==> src/rtl/rs15_13_stream_encoder_if.sv <==
// ----------------------------------------------------------------------------
// rs15_13_stream_encoder_if
//   Streaming bus of the RS(15,13) encoder: a message-symbol input channel and
//   a codeword-symbol output channel, each with a valid/ready handshake.
//   master : the side that feeds message symbols and consumes codeword symbols
//   slave  : the encoder itself
// Signals
//   in_valid  in_data holds a message symbol
//   in_ready  encoder accepts in_data this cycle
//   in_data   message symbol, highest-degree coefficient first
//   out_valid out_data holds a codeword symbol
//   out_ready downstream accepts out_data this cycle
//   out_data  codeword symbol, c14 first, p0 last
//   out_sop   marks c14
//   out_eop   marks p0
// ----------------------------------------------------------------------------
interface rs15_13_stream_encoder_if #(
    parameter int SYMBOL_WIDTH = 4
);
    logic                    in_valid;
    logic                    in_ready;
    logic [SYMBOL_WIDTH-1:0] in_data;
    logic                    out_valid;
    logic                    out_ready;
    logic [SYMBOL_WIDTH-1:0] out_data;
    logic                    out_sop;
    logic                    out_eop;

    modport master (
        output in_valid, in_data, out_ready,
        input  in_ready, out_valid, out_data, out_sop, out_eop
    );

    modport slave (
        input  in_valid, in_data, out_ready,
        output in_ready, out_valid, out_data, out_sop, out_eop
    );
endinterface

==> src/rtl/rs15_13_stream_encoder.sv <==
// ----------------------------------------------------------------------------
// rs15_13_stream_encoder
//   Symbol-serial systematic RS(15,13) encoder over GF(16) (x^4+x+1).
//   g(x) = x^2 + a^5*x + a^3. Each codeword is the 13 message symbols passed
//   straight through, followed by the two parity symbols p1, p0 taken from a
//   two-stage division LFSR.
// Ports
//   clk    rising-edge clock
//   rst_n  asynchronous active-low reset
//   bus    slave side of rs15_13_stream_encoder_if
// ----------------------------------------------------------------------------
module rs15_13_stream_encoder #(
    parameter int N            = 15,
    parameter int K            = 13,
    parameter int SYMBOL_WIDTH = 4
) (
    input  logic                       clk,
    input  logic                       rst_n,
    rs15_13_stream_encoder_if.slave    bus
);

    typedef logic [SYMBOL_WIDTH-1:0] sym_t;
    typedef enum logic {ST_MSG, ST_PAR} state_t;

    localparam sym_t       GF_A5       = 4'h6;     // a^5
    localparam sym_t       GF_A3       = 4'h8;     // a^3
    localparam sym_t       GF_POLY_LOW = 4'h3;     // x^4 = x + 1
    localparam logic [3:0] MSG_LAST    = 4'(K - 1);
    localparam logic       PAR_LAST    = 1'(N - K - 1);

    // GF(16) product; with one operand constant it reduces to a few XORs.
    function automatic sym_t gf_mul(input sym_t a, input sym_t b);
        sym_t acc;
        sym_t x;
        acc = '0;
        x   = a;
        for (int i = 0; i < SYMBOL_WIDTH; i++) begin
            if (b[i]) acc = acc ^ x;
            x = {x[SYMBOL_WIDTH-2:0], 1'b0} ^ (x[SYMBOL_WIDTH-1] ? GF_POLY_LOW : '0);
        end
        return acc;
    endfunction

    state_t     r_state;
    logic [3:0] r_msg_cnt;
    logic       r_par_cnt;
    sym_t       r_r1;
    sym_t       r_r0;
    logic       r_out_valid;
    sym_t       r_out_data;
    logic       r_out_sop;
    logic       r_out_eop;

    logic       w_free;
    logic       w_in_ready;
    logic       w_in_fire;
    sym_t       w_fb;

    // The output register can take a new symbol when empty or being drained.
    assign w_free     = !r_out_valid || bus.out_ready;
    assign w_in_ready = (r_state == ST_MSG) && w_free;
    assign w_in_fire  = bus.in_valid && w_in_ready;
    assign w_fb       = bus.in_data ^ r_r1;

    assign bus.in_ready  = w_in_ready;
    assign bus.out_valid = r_out_valid;
    assign bus.out_data  = r_out_data;
    assign bus.out_sop   = r_out_sop;
    assign bus.out_eop   = r_out_eop;

    // NOTE: state is updated with non-blocking assignments so every register
    // samples the pre-edge values of the others (r_r1/r_r0 shift correctly).
    always_ff @(posedge clk or negedge rst_n) begin
        if (!rst_n) begin
            r_state     <= ST_MSG;
            r_msg_cnt   <= '0;
            r_par_cnt   <= 1'b0;
            r_r1        <= '0;
            r_r0        <= '0;
            r_out_valid <= 1'b0;
            r_out_data  <= '0;
            r_out_sop   <= 1'b0;
            r_out_eop   <= 1'b0;
        end else begin
            case (r_state)
                ST_MSG: begin
                    if (w_in_fire) begin
                        r_out_data  <= bus.in_data;
                        r_out_valid <= 1'b1;
                        r_out_sop   <= (r_msg_cnt == '0);
                        r_out_eop   <= 1'b0;
                        r_r1        <= r_r0 ^ gf_mul(w_fb, GF_A5);
                        r_r0        <= gf_mul(w_fb, GF_A3);
                        if (r_msg_cnt == MSG_LAST) begin
                            r_msg_cnt <= '0;
                            r_state   <= ST_PAR;
                        end else begin
                            r_msg_cnt <= r_msg_cnt + 4'd1;
                        end
                    end else if (w_free) begin
                        r_out_valid <= 1'b0;
                    end
                end
                ST_PAR: begin
                    if (w_free) begin
                        r_out_valid <= 1'b1;
                        r_out_sop   <= 1'b0;
                        if (r_par_cnt == PAR_LAST) begin
                            // p0 leaves; LFSR is cleared for the next codeword.
                            r_out_data <= r_r0;
                            r_out_eop  <= 1'b1;
                            r_par_cnt  <= 1'b0;
                            r_r1       <= '0;
                            r_r0       <= '0;
                            r_state    <= ST_MSG;
                        end else begin
                            r_out_data <= r_r1;
                            r_out_eop  <= 1'b0;
                            r_par_cnt  <= r_par_cnt + 1'b1;
                        end
                    end
                end
                default: r_state <= ST_MSG;
            endcase
        end
    end

endmodule

==> src/flat_wrapper.sv <==
// flat-port wrapper written by rule: the top's interface ports become plain ports
module rs15_13_stream_encoder_flat 
#(
    parameter int N            = 15,
    parameter int K            = 13,
    parameter int SYMBOL_WIDTH = 4
)
  (clk, rst_n, bus_in_valid, bus_in_data, bus_out_ready, bus_in_ready, bus_out_valid, bus_out_data, bus_out_sop, bus_out_eop);
  rs15_13_stream_encoder_if #(.SYMBOL_WIDTH(SYMBOL_WIDTH)) bus_i ();
  input  logic clk;
  input  logic rst_n;
  input wire logic [$bits(bus_i.in_valid)-1:0] bus_in_valid;
  input wire logic [$bits(bus_i.in_data)-1:0] bus_in_data;
  input wire logic [$bits(bus_i.out_ready)-1:0] bus_out_ready;
  output wire logic [$bits(bus_i.in_ready)-1:0] bus_in_ready;
  output wire logic [$bits(bus_i.out_valid)-1:0] bus_out_valid;
  output wire logic [$bits(bus_i.out_data)-1:0] bus_out_data;
  output wire logic [$bits(bus_i.out_sop)-1:0] bus_out_sop;
  output wire logic [$bits(bus_i.out_eop)-1:0] bus_out_eop;
  assign bus_i.in_valid = bus_in_valid;
  assign bus_i.in_data = bus_in_data;
  assign bus_i.out_ready = bus_out_ready;
  assign bus_in_ready = bus_i.in_ready;
  assign bus_out_valid = bus_i.out_valid;
  assign bus_out_data = bus_i.out_data;
  assign bus_out_sop = bus_i.out_sop;
  assign bus_out_eop = bus_i.out_eop;
  rs15_13_stream_encoder #(.N(N), .K(K), .SYMBOL_WIDTH(SYMBOL_WIDTH)) u_core (.clk(clk), .rst_n(rst_n), .bus(bus_i));
endmodule
==> config.mk <==
export PLATFORM = sky130hd
export DESIGN_NAME = rs15_13_stream_encoder_flat
export DESIGN_NICKNAME = d
export VERILOG_FILES = /design/src/rtl/rs15_13_stream_encoder_if.sv /design/src/rtl/rs15_13_stream_encoder.sv /design/src/flat_wrapper.sv
export SDC_FILE = /design/constraint.sdc
export NUM_CORES = 1
export LEC_CHECK = 0
export ABC_AREA = 1
export CAP_MARGIN = 20
export CELL_PAD_IN_SITES_DETAIL_PLACEMENT = 0
export CELL_PAD_IN_SITES_GLOBAL_PLACEMENT = 1
export CORE_ASPECT_RATIO = 1.4
export CORE_MARGIN = 10
export CORE_UTILIZATION = 30
export CTS_BUF_LIST = sky130_fd_sc_hd__clkbuf_4 sky130_fd_sc_hd__clkbuf_8
export CTS_CLUSTER_SIZE = 40
export DETAILED_ROUTE_END_ITERATION = 10
export GPL_ROUTABILITY_DRIVEN = 0
export PLACE_DENSITY_LB_ADDON = 0.1
export SYNTH_ARGS = -nofsm -noshare
export SYNTH_HDL_FRONTEND = slang
export SYNTH_SLANG_ARGS = --single-unit
==> constraint.sdc <==
create_clock -name clk -period 2.9 [get_ports clk]
set_clock_uncertainty 0.15 [all_clocks]
set_input_delay 0.29 -clock clk [delete_from_list [all_inputs] [get_ports clk]]
set_output_delay 0.29 -clock clk [all_outputs]
set_load 0.01 [all_outputs]
==> results.sh <==
export IMPL_rows=28
export IMPL_path_clk_slew_ps=90
export IMPL_grt_overflow=0
export IMPL_antenna_found_initial=0
export IMPL_seqPwrFrac_pct=35.1
export IMPL_grt_max_degree=22
export IMPL_power_density_nw_per_um2=989
export IMPL_p_leak_nw=0.813
export IMPL_clockPowerShare_pct=13.5
export IMPL_synth_area_leader_cell="dfrtp_1"
export IMPL_drt_antenna_violating_nets=0
export IMPL_ys_types=21
export IMPL_synth_area_leaders="dfrtp_1 41%, nand2_1 24%, inv_1 5.2%, nand3_1 3.5%, o21ai_2 3.4%"
export IMPL_nets=196
export IMPL_postCtsResizedCells=0
export IMPL_hold_viol=0
export IMPL_drt_wirelength_per_cell_um=13.6
export IMPL_drt_pass1_iterations=4
export IMPL_synth_top_area_share_pct=40.8
export IMPL_die_w_um=75.4
export IMPL_crit_arrival_ps=1650
export IMPL_numClockSinks=21
export IMPL_fmax_ghz=0.478
export IMPL_drv_slew=0
export IMPL_ys_warn_count=0
export IMPL_syn_area_um2=1290
export IMPL_p_int_w=0.000835
export IMPL_maxCapViolCount=0
export IMPL_synthArstFlopShare_pct=100
export IMPL_worst_pin_slew_ps=290
export IMPL_grt_pass1_vias=1140
export IMPL_status="finished, final reports clean"
export IMPL_drt_iter0_markers=31
export IMPL_syn_area_per_cell_um2=7.76
export IMPL_path_cells="clkdlybuf4s50_1 > inv_1 > nand2_2 > clkinv_2 > nor2_1 > clkdlybuf4s50_1"
export IMPL_syn_inst=166
export IMPL_finalInstanceArea_um2=1530
export IMPL_required_ps=2460
export IMPL_synth_top_flop_cell="dfrtp_1"
export IMPL_power_switching_w=0.000677
export IMPL_setup_viol_count_final=0
export IMPL_post_cts_setup_buffer_count=0
export IMPL_endpoint_kind="primary output"
export IMPL_drive_gt1_share_pct=13.5
export IMPL_root_buffer="clkbuf_8"
export IMPL_vias=1109
export IMPL_antenna_cells=0
export IMPL_switching_share_pct=44.8
export IMPL_combPwrFrac_pct=51.3
export IMPL_port_buffers=15
export IMPL_crit_path_max_fanout=4
export IMPL_max_vdd_ir_drop_mv=0.284
export IMPL_slowest_delay_ps=540
export IMPL_worstSetupPathType="in -> out"
export IMPL_hold_buffers=0
export IMPL_cts_made_buffers=3
export IMPL_grt_pass1_wl_mm=5.55
export IMPL_hp_class="in -> async"
export IMPL_track_usage_pct=9.50
export IMPL_synth_common_cells="82 x nand2_1, 21 x dfrtp_1, 18 x inv_1, 9 x nand3_1"
export IMPL_slew_headroom_pct=80.7
export IMPL_min_period_ps=2090
export IMPL_htree_levels=1
export IMPL_start_util_pct=30.7
export IMPL_placed_cell_area_um2=1480
export IMPL_syn_num_nets=176
export IMPL_hpwl_mm=2.45
export IMPL_worstSkewPairLatency_ps=270
export IMPL_yosysSeqAreaShare_pct=40.8
export IMPL_num_io_pins=16
export IMPL_core_area_um2=4200
export IMPL_tritoncts="done"
export IMPL_rsz0062_at_grt="false"
export IMPL_cts_path_max_buffers=2
export IMPL_vias_per_cell=4.82
export IMPL_die_y_um=97.6
export IMPL_wl_mm=3.14
export IMPL_yosys_register_bits=21
export IMPL_critPathMostFrequentCell="clkdlybuf4s50_1"
export IMPL_fin_crit_sh_pct=72.1
export IMPL_setup_tns_ps=0
export IMPL_synth_most_common_cell="nand2_1"
export IMPL_area_delta_synth_final_pct=18.6
export IMPL_slowest_stage="clkdlybuf4s50_1"
export IMPL_die_area_um2=7350
export IMPL_worstSetupStartpointType="input pin"
export IMPL_drt_drc_violations_left=0
export IMPL_synth_edff_count=0
## power groups by stage
stage | sequential, W | combinational (W) | clock (W)
global route | 0.000553 | 0.000894 | 0.000225
detailed placement | 0.000538 | 0.000794 | 0
CTS | 0.000533 | 0.000796 | 0.000212
finish | 0.000531 | 0.000777 | 0.000205
floorplan | 0.000540 | 0.000545 | 0
global placement | 0.000532 | 0.000788 | 0
## placed cells by master, fill, tap and decap left out, drive strengths merged, types with 2 or more instances in the layout
cell           count
inv               22
dfrtp             21
o22ai              3
o221ai             5
ha                 2
clkdlybuf4s50     15
xor2               3
nand3             14
nand2             85
clkinv             2
nor2               3
o21ai              6
clkbuf             3
## worst max-delay path: cells and delay by family
kind | cells | cell delay, ps
buffers and inverters | 4 | 1160
and+or+nand+nor | 2 | 200
## registers in the layout (all words and copies together) (netlist names)
| register | cells |
|---|---|
| u_core.r_msg_cnt | 4 |
| u_core.r_par_cnt | 1 |
| u_core.r_r0 | 4 |
| u_core.bus.out_valid | 1 |
| u_core.bus.out_sop | 1 |
| u_core.bus.out_data | 4 |
| u_core.r_r1 | 4 |
| u_core.r_state | 1 |
| u_core.bus.out_eop | 1 |
## logic make-up after synthesis
group | Yosys count | synth area share [%]
flops | 21 | 40.8
fa+ha+maj | 2 | 1.94
xor+xnor | 3 | 2.04
compound gates | 14 | 8.64
buf+inv | 24 | 9.13
simple gates | 102 | 37.5
## metrics by stage
step / total power, W / hold WS (ps) / utilization [%] / worst slack [ps] / std cells
2_1_floorplan: 0.00109 / -156 / - / 1570 / 166
3_3_place_gp: 0.00132 / 311 / 35.3 / 810 / 226
3_5_place_dp: 0.00133 / 312 / 35.3 / 793 / 226
4_1_cts: 0.00154 / 235 / 36.4 / 788 / 230
5_1_grt: 0.00167 / 253 / 36.4 / 736 / 230
6_report: 0.00151 / 222 / 36.4 / 810 / 230
## layout make-up
type                    count  area, µm²
fillers                   454       2680
clock inverters             1       5.00
flip-flops and latches     21        526
multi-input cells         121        646
clock buffers               3       41.3
inverters                  23       97.6
well taps                  45       56.3
repair buffers             16        158
## path summary, 6_finish.rpt
check / start / endpoint / slack [ps] / depth (start not counted)
min in group clk: u_core.bus.out_eop / u_core.bus.out_eop / 330 / 2
min reg2reg: u_core.bus.out_eop / u_core.bus.out_eop / 330 / 2
max in group asynchronous: rst_n / u_core.r_r1[1] / 2150 / 2
max: bus_out_ready / bus_in_ready / 810 / 6
max reg2reg: u_core.r_state / u_core.bus.out_sop / 1460 / 6
min: rst_n / u_core.r_state / 220 / 2
## metal layers
layer / up-vias / share of wire, % / wire, µm / global-route usage (%)
met5: - / 0 / 0 / 0
met4: 0 / 2.6 / 82 / 4.59
met3: 9 / 2.6 / 80 / 2.04
met2: 22 / 51 / 1590 / 15.1
met1: 513 / 44 / 1380 / 11.5
li1: 565 / - / - / -
Note: power is estimated with default switching activity, not from simulation.
